$ cat config.mk
export PLATFORM = sky130hd
export DESIGN_NAME = rdy_vld_sink_fifo
export DESIGN_NICKNAME = d
export VERILOG_FILES = /design/src/rtl/rdy_vld_sink_fifo_pkg.sv /design/src/rtl/rdy_vld_sink_fifo_mem.sv /design/src/rtl/rdy_vld_sink_fifo.sv
export SDC_FILE = /design/constraint.sdc
export NUM_CORES = 1
export LEC_CHECK = 0
export ABC_CLOCK_PERIOD_IN_PS = 5550
export CAP_MARGIN = 10
export CORE_AREA = 5 5 206 208
export DETAILED_ROUTE_END_ITERATION = 8
export DIE_AREA = 0 0 211 213
export GPL_ROUTABILITY_DRIVEN = 0
export PLACE_DENSITY = 0.75
export SKIP_CTS_REPAIR_TIMING = 1
export SYNTH_ARGS = -nofsm -noshare
export SYNTH_HDL_FRONTEND = slang
export SYNTH_SLANG_ARGS = --single-unit
$ cat constraint.sdc
create_clock -name clk -period 5.55 [get_ports clk]
set_input_delay 1.665 -clock clk [delete_from_list [all_inputs] [get_ports clk]]
set_output_delay 1.665 -clock clk [all_outputs]
set_load 0.02 [all_outputs]
$ cat src/rtl/rdy_vld_sink_fifo_pkg.sv
// Shared constants, types and elaboration helpers for rdy_vld_sink_fifo.
// RDY_VLD_SINK_FIFO_STALL_STATS_EN sizes its stall counter with STALL_CNT_W.
package rdy_vld_sink_fifo_pkg;

  localparam int unsigned STALL_CNT_W = 32;

  // Wide event counter type (stall statistics).
  typedef logic [STALL_CNT_W-1:0] count_t;

  // Occupancy counter width for a given depth: must hold 0..depth inclusive.
  function automatic int unsigned count_w(input int unsigned depth);
    return $clog2(depth + 1);
  endfunction

  // Legal depth: a power of two, at least 2.
  function automatic bit depth_ok(input int unsigned depth);
    return (depth >= 2) && ((depth & (depth - 1)) == 0);
  endfunction

endpackage

$ cat src/rtl/rdy_vld_sink_fifo_mem.sv
// DEPTH x DATA_WIDTH register array: one synchronous write port, one asynchronous read port.
// Contents are deliberately left unreset.
module rdy_vld_sink_fifo_mem #(
  parameter int unsigned DATA_WIDTH = 64,
  parameter int unsigned DEPTH      = 8,
  localparam int unsigned PTR_W     = $clog2(DEPTH)
) (
  input  logic                  clk,
  input  logic                  we,
  input  logic [PTR_W-1:0]      waddr,
  input  logic [DATA_WIDTH-1:0] wdata,
  input  logic [PTR_W-1:0]      raddr,
  output logic [DATA_WIDTH-1:0] rdata
);

  logic [DATA_WIDTH-1:0] mem [DEPTH];

  always_ff @(posedge clk) begin
    if (we) mem[waddr] <= wdata;
  end

  assign rdata = mem[raddr];

endmodule

$ cat src/rtl/rdy_vld_sink_fifo.sv
// Ready/valid FIFO with a write-side data mask and occupancy output.
// Define RDY_VLD_SINK_FIFO_STALL_STATS_EN to add the saturating stall_cycles counter.
module rdy_vld_sink_fifo
  import rdy_vld_sink_fifo_pkg::*;
#(
  parameter int unsigned DATA_WIDTH = 64,
  parameter int unsigned DEPTH      = 8
) (
  input  logic                         clk,
  input  logic                         rst,
  input  logic                         s_valid,
  output logic                         s_ready,
  input  logic [DATA_WIDTH-1:0]        s_data,
  input  logic [DATA_WIDTH-1:0]        data_mask,
  output logic                         m_valid,
  input  logic                         m_ready,
  output logic [DATA_WIDTH-1:0]        m_data,
  output logic [$clog2(DEPTH+1)-1:0]   count
`ifdef RDY_VLD_SINK_FIFO_STALL_STATS_EN
  ,
  output logic [STALL_CNT_W-1:0]       stall_cycles
`endif
);

  localparam int unsigned PTR_W = $clog2(DEPTH);
  localparam int unsigned CNT_W = count_w(DEPTH);

  if (!depth_ok(DEPTH)) begin : g_bad_depth
    $error("rdy_vld_sink_fifo: DEPTH must be a power of two and at least 2");
  end
  if (DATA_WIDTH < 1 || DATA_WIDTH > 1024) begin : g_bad_width
    $error("rdy_vld_sink_fifo: DATA_WIDTH must be in 1..1024");
  end

  logic [PTR_W-1:0] rd_ptr;
  logic [PTR_W-1:0] wr_ptr;
  logic             full_q;
  logic             push_c;
  logic             pop_c;
  logic [CNT_W-1:0] count_nxt_c;

  // Handshakes depend only on registered flags; s_ready is held low during reset.
  assign s_ready = !full_q && !rst;
  assign push_c  = s_valid && s_ready;
  assign pop_c   = m_valid && m_ready;

  always_comb begin
    count_nxt_c = count;
    count_nxt_c = count + CNT_W'(push_c) - CNT_W'(pop_c);
  end

  // Occupancy, pointers and the full/valid flags all advance together.
  always_ff @(posedge clk or posedge rst) begin
    if (rst) begin
      count   <= '0;
      rd_ptr  <= '0;
      wr_ptr  <= '0;
      m_valid <= 1'b0;
      full_q  <= 1'b0;
    end else begin
      count   <= count_nxt_c;
      m_valid <= (count_nxt_c != '0);
      full_q  <= (count_nxt_c == CNT_W'(DEPTH));
      if (push_c) wr_ptr <= wr_ptr + PTR_W'(1);
      if (pop_c)  rd_ptr <= rd_ptr + PTR_W'(1);
    end
  end

  rdy_vld_sink_fifo_mem #(
    .DATA_WIDTH (DATA_WIDTH),
    .DEPTH      (DEPTH)
  ) u_mem (
    .clk   (clk),
    .we    (push_c),
    .waddr (wr_ptr),
    .wdata (s_data & data_mask),
    .raddr (rd_ptr),
    .rdata (m_data)
  );

`ifdef RDY_VLD_SINK_FIFO_STALL_STATS_EN
  count_t stall_cnt;

  // Cycles where the source is held off; saturates instead of wrapping.
  always_ff @(posedge clk or posedge rst) begin
    if (rst) begin
      stall_cnt <= '0;
    end else if (s_valid && !s_ready && (stall_cnt != '1)) begin
      stall_cnt <= stall_cnt + count_t'(1);
    end
  end

  assign stall_cycles = stall_cnt;
`endif

endmodule
Yosys cells after proc, flatten, opt, wreduce, memory -nomap -nowiden
Memories as Yosys holds them, arrays and structs flattened.
Index checks and enable logic that the tools add are counted.

storage, ports and cells
  bits in read-only memories = 0
  logic and storage cells = 20
  flip-flop bits (word level) = 12
  latch bits = 0
  output and inout port bits = 70
  RAM bits = 512
  memories kept = 1
  input bits = 132

memories
  memory     words  width  read ports  clocked after Yosys merged registers in  wr ports  line                         RTL
  u_mem.mem  8      64     1           0                                        1         rdy_vld_sink_fifo_mem.sv:16  logic [DATA_WIDTH-1:0] mem [DEPTH];

cells by class
  eq/ne operators = 1
  shifts and indexed selects = 0
  reductions and logical operators = 6
  $lt $le $gt $ge = 0
  multiply operators = 0
  mux-type cells = 2
  bitwise operators = 1
  add/subtract/negate cells = 4
  divide/modulo/power cells = 0

operators with widths
  operator                                                        number
  64-bit bitwise AND                                              1
  3-bit by 1-bit adder with 3-bit output (second input constant)  2
  4-bit by 1-bit adder with 4-bit output                          1
  4-bit equality test (second input constant)                     1
  4-bit nonzero test                                              1
  4-bit by 1-bit subtractor with 4-bit output                     1
  1-bit logical AND                                               3
  1-bit zero test                                                 2
  1-bit two-way mux                                               2

Depth between registers and ports, before layout
Gate-level depths: netlist (run 1).

  depth in word-level cells = 6
  gate-level depth with buffers = 10
  mapped depth without buffers = 10

Modules after synthesis
Synthesis (run 1) repeated with hierarchy kept, for this count alone.

unflattened totals
  cells, all modules = 865
  area total of the unflattened synthesis = 20265.7 um^2

modules (own cells, without submodules)
  module                 instances  area each (um^2)  sequential area each (um^2)  cells an instance
  rdy_vld_sink_fifo_mem  1          19266.0           15374.7                      752
  rdy_vld_sink_fifo      1          999.7             300.3                        113

Worst setup path after synthesis (run 1)
Ideal clock, no wire load.

  path type = input port to flip-flop
  from = input port s_valid
  to = memory u_mem.mem[1][0], enable pin
  cell stages on the path = 3
  data arrival time = 6721 ps
  path slack = -1735 ps
  path buffers = 0
  library setup time = 565 ps
  data required time = 4985 ps
  cells stage by stage = nor3b_1 nand2_1 nor3_1

on the way
  cells in the longest elaborated chain, start to end = 3

ends and longest elaborated chain
  what                                     line                         RTL
  start: declaration                       rdy_vld_sink_fifo.sv:11      input logic s_valid,
  1-bit logical AND                        rdy_vld_sink_fifo.sv:44      assign push_c = s_valid && s_ready;
  1-bit two-way mux                        rdy_vld_sink_fifo_mem.sv:19  if (we) mem[waddr] <= wdata;
  1-bit two-way mux (implied by the code)  rdy_vld_sink_fifo_mem.sv:19
  end: declaration                         rdy_vld_sink_fifo_mem.sv:16

No other way between the ends.

Worst setup path after layout (run 1)
  from = register rd_ptr[0]
  to = output port m_data[26]

on the way
  cells in the longest elaborated chain, start to end = 1

ends and longest elaborated chain
  what                      line                     RTL
  start: declaration        rdy_vld_sink_fifo.sv:35  logic [PTR_W-1:0] rd_ptr;
  start signal: assignment  rdy_vld_sink_fifo.sv:65  if (pop_c) rd_ptr <= rd_ptr + PTR_W'(1);
  memory read 8 x 64 bit    n/a
  end: declaration          rdy_vld_sink_fifo.sv:17  output logic [DATA_WIDTH-1:0] m_data,

No other way between the ends.

==> run_results.csv, run 1 <==
group,metric,value,unit
outcome,result_of_the_run,"finished, final reports clean",
clock_tree,htree_levels,2,
drt,drtIter0Drc,605,
timing,finalClockSkew,0.01528,ns
timing,rsz0062_at_grt,"false",
yosys,yosys_register_bits,524,
floorplan,pin_count,202,
clock_tree,clk_transition_reported_paths,0.06,ns
clock_tree,cts-root-to-sink-buffers,3,
global_routing,grt_max_degree,53,
pwr,p_leak,0.007939,uW
critical_path,worst_setup_path_start_kind,"flop",
layout,area.growth.synth_to_final,21.61,%
critical_path,cp_cell_sequence,"buf_4 > mux4_2 > mux2_2 > clkdlybuf4s50_1",
global_routing,grt_pass1_vias,10110,
placement,place.detailed.hpwl,21910,um
timing,timing.final.max_slew_violations,0,
layout,drive_gt1_frac,0.2583,
layout,n_fill_cell,2832,
drt,route.detailed.wl_per_inst,23.40,um
pwr,vdd_ir_drop_max,302.1,uV
yosys,post-synth-top-area-fraction,0.7599,
timing,hold-worst-slack,0.5277,ns
critical_path,critical_path.top_delay_family,"buffers and inverters",
yosys,mappedNetlistNets,1004,
worst_hold_path,hp-class,"flop to flop",
placement,port-buffer-count,201,
clock_tree,ctsRootBufferMaster,"sky130_fd_sc_hd__clkbuf_16",
yosys,yosysUniqueCellTypes,24,
critical_path,critical_path_required,3.88,ns
clock_tree,clk-insertion-delay-late,0.57,ns
timing,layout_min_cycle_time,4.854,ns
layout,final_nets,1247,
layout,multi_input_area,4367,um2
timing,setup_viol,0,
floorplan,placement_rows,74,
global_routing,globalRoute.totalOverflow,0,
timing,tightestPinTransition,0.7652,ns
layout,antenna_cells_inserted,0,
global_routing,grt_pass1_wl,59340,um
critical_path,critPathCaptureType,"output port",
floorplan,placeableCoreArea,40370,um2
drt,wl,39170,um
yosys,synth_area_per_cell,23.39,um2
global_routing,initial_antenna_violation_count,0,
floorplan,floorplan.die.height,213,um
layout,finish.cell_count_without_fillers,1674,
critical_path,crit_path_max_fanout,24,
yosys,yosysSeqAreaShare,0.7747,
critical_path,critical-path-slowest-cell,"sky130_fd_sc_hd__dfrtp_4",
floorplan,floorplan.die_area,44940,um2
clock_tree,tritoncts,"yes",
drt,remaining_drc_errors,0,
yosys,synth.top_cells.by_area,"sky130_fd_sc_hd__edfxtp_1 76%, sky130_fd_sc_hd__mux4_2 14%, sky130_fd_sc_hd__mux2_2 3.7%, sky130_fd_sc_hd__and2_1 2.0%, sky130_fd_sc_hd__dfrtp_1 1.5%",
timing,maxSlewHeadroom,0.4898,
timing,finalCritPeriodShare,0.8746,
critical_path,critical_setup_path_class,"flop to output port",
clock_tree,total_clock_buffers_created_by_cts,50,
critical_path,critPathArrivalTime,3.19,ns
layout,seq_area,15690,um2
yosys,syn_inst,865,
placement,placedCellCount,1588,
pwr,power_per_cell_area,491.9,nW/um2
yosys,synth_top_cell_by_area,"sky130_fd_sc_hd__edfxtp_1",
drt,final_antenna_net_count,0,
timing,final_hold_vios,0,
drt,drt-vias-per-instance,5.547,
drt,vias_post_dr,9286,
clock_tree,tritoncts_num_sinks,524,
critical_path,cp.buffers_inverters,2,
global_routing,grt_util_all_layers,0.1754,
floorplan,initial_utilization,0.5012,
timing,timing.fmax,0.2060,GHz
critical_path,slowest_delay,0.74,ns
drt,drt-pass1-iter-count,5,
floorplan,overall_die_width,211,um
yosys,yosys_warnings,0,
flow_run,max_cap_violations,0,
yosys,synthesis.area,20230,um2
worst reg2reg max path: stages, from the launching register on:
cell and delay (ns):
sky130_fd_sc_hd__dfrtp_1 0.38, sky130_fd_sc_hd__nor3b_1 0.20, sky130_fd_sc_hd__buf_4 0.18, sky130_fd_sc_hd__inv_1 0.05, sky130_fd_sc_hd__ha_1 0.28, sky130_fd_sc_hd__inv_1 0.06, sky130_fd_sc_hd__ha_1 0.16, sky130_fd_sc_hd__inv_1 0.07
sky130_fd_sc_hd__fa_1 0.51, sky130_fd_sc_hd__inv_1 0.05, sky130_fd_sc_hd__nor3_1 0.22, sky130_fd_sc_hd__nor3b_1 0.29
worst paths after layout:
path	cells after the start	from	endpoint	slack (ns)
hold / removal	1	wr_ptr[0]	wr_ptr[0]	0.53
max in group asynchronous	2	rst	rd_ptr[2]	3.71
hold reg to reg	1	wr_ptr[0]	wr_ptr[0]	0.53
setup / recovery	4	rd_ptr[0]	m_data[26]	0.70
setup reg to reg	11	full_q	full_q	3.01
min in group asynchronous	2	rst	full_q	1.47
layout by cell type, fill, tap and decap left out, types with 3 or more instances in the layout:
master	count
sky130_fd_sc_hd__edfxtp_1	512
sky130_fd_sc_hd__xnor2_1	4
sky130_fd_sc_hd__dfrtp_4	3
sky130_fd_sc_hd__and2_1	64
sky130_fd_sc_hd__mux2_2	66
sky130_fd_sc_hd__clkinv_1	10
sky130_fd_sc_hd__dfrtp_1	9
sky130_fd_sc_hd__clkbuf_16	53
sky130_fd_sc_hd__nor2_4	6
sky130_fd_sc_hd__clkbuf_1	11
sky130_fd_sc_hd__clkinv_2	7
sky130_fd_sc_hd__mux4_2	128
sky130_fd_sc_hd__buf_12	10
sky130_fd_sc_hd__clkdlybuf4s50_1	201
sky130_fd_sc_hd__ha_1	6
sky130_fd_sc_hd__inv_1	9
sky130_fd_sc_hd__nand2_1	4
sky130_fd_sc_hd__buf_4	15
sky130_fd_sc_hd__nand2b_1	3
where the power goes:
part,internal [uW],leakage (uW),switching [uW]
Sequential,4690,0.00484,281
Combinational,2110,0.00236,1860
Clock,1830,0.000745,1340
Total,8620,0.00794,3480
flip-flops by register name, indices dropped and copies added (netlist names):
name,count
rd_ptr,3
count,4
m_valid,1
u_mem.mem,512
full_q,1
wr_ptr,3
layer usage:
metal / GRT usage / up-vias / wire (um)
met4: 0.04002 / 0 / 741
met3: 0.03791 / 56 / 2527
met2: 0.2963 / 302 / 19780
met5: 0 / - / 0
met1: 0.2390 / 4855 / 16120
li1: - / 4073 / -
synthesized netlist by cell type:
| cell | instances |
|---|---|
| sky130_fd_sc_hd__dfrtp_1 | 12 |
| sky130_fd_sc_hd__ha_1 | 6 |
| sky130_fd_sc_hd__o21ai_0 | 1 |
| sky130_fd_sc_hd__xor2_1 | 2 |
| sky130_fd_sc_hd__nor2_1 | 8 |
| sky130_fd_sc_hd__and2_1 | 64 |
| sky130_fd_sc_hd__mux2_2 | 66 |
| sky130_fd_sc_hd__nand2_1 | 4 |
| sky130_fd_sc_hd__buf_6 | 11 |
| sky130_fd_sc_hd__buf_1 | 7 |
| sky130_fd_sc_hd__and3_1 | 1 |
| sky130_fd_sc_hd__nand3_1 | 2 |
| sky130_fd_sc_hd__nand2b_1 | 3 |
| sky130_fd_sc_hd__nor3_1 | 3 |
| sky130_fd_sc_hd__edfxtp_1 | 512 |
| sky130_fd_sc_hd__xnor2_1 | 4 |
| sky130_fd_sc_hd__inv_1 | 9 |
| sky130_fd_sc_hd__nor3b_1 | 2 |
| sky130_fd_sc_hd__fa_1 | 1 |
| sky130_fd_sc_hd__buf_4 | 2 |
| sky130_fd_sc_hd__mux4_2 | 128 |
| sky130_fd_sc_hd__buf_2 | 3 |
| sky130_fd_sc_hd__clkbuf_1 | 12 |
| sky130_fd_sc_hd__a21oi_1 | 2 |
logic make-up after synthesis:
kind of cell	count (synthesis)	synth area share
mux	194	0.1792
fa+ha+maj	7	0.004700
xor+xnor	6	0.002597
compound gates	3	0.0007419
buf+inv	44	0.01280
simple gates	87	0.02523
flops	524	0.7747
per-stage QoR:
| step | area, um2 | setup slack [ns] | power, uW | util | setup TNS (ns) |
|---|---|---|---|---|---|
| 3_5_place_dp | 23080 | 1.072 | 9082 | 0.5717 | 0 |
| 5_1_grt | 24610 | 0.4774 | 12650 | 0.6095 | 0 |
| 2_1_floorplan | 20240 | -0.02154 | 7577 | - | -6.133 |
| 3_3_place_gp | 23080 | 1.061 | 9032 | 0.5717 | 0 |
| 4_1_cts | 24610 | 0.5829 | 12290 | 0.6095 | 0 |
| 6_report | 24610 | 0.6961 | 12100 | 0.6095 | 0 |
cell type report:
cell class	instances	area share
sequential	524	0.6375
clock inverter	21	0.006000
inverter	9	0.001373
tap	532	0.02705
multi-input combinational	297	0.1775
clock buffer	65	0.05614
timing repair buffer	226	0.09448
Power figures use the tool's default switching activity.
==> run 2, diff against run 1 <==
- GPL_ROUTABILITY_DRIVEN: 0 -> default
- SETUP_SLACK_MARGIN: default -> 0.05
==> results of run 2 <==
Final layout, timing and power as in run 1 (identical DEF).
==> run 3, diff against run 2 <==
- SKIP_CTS_REPAIR_TIMING: 1 -> default
==> results of run 3 <==
Final layout, timing and power as in run 1 (identical DEF).
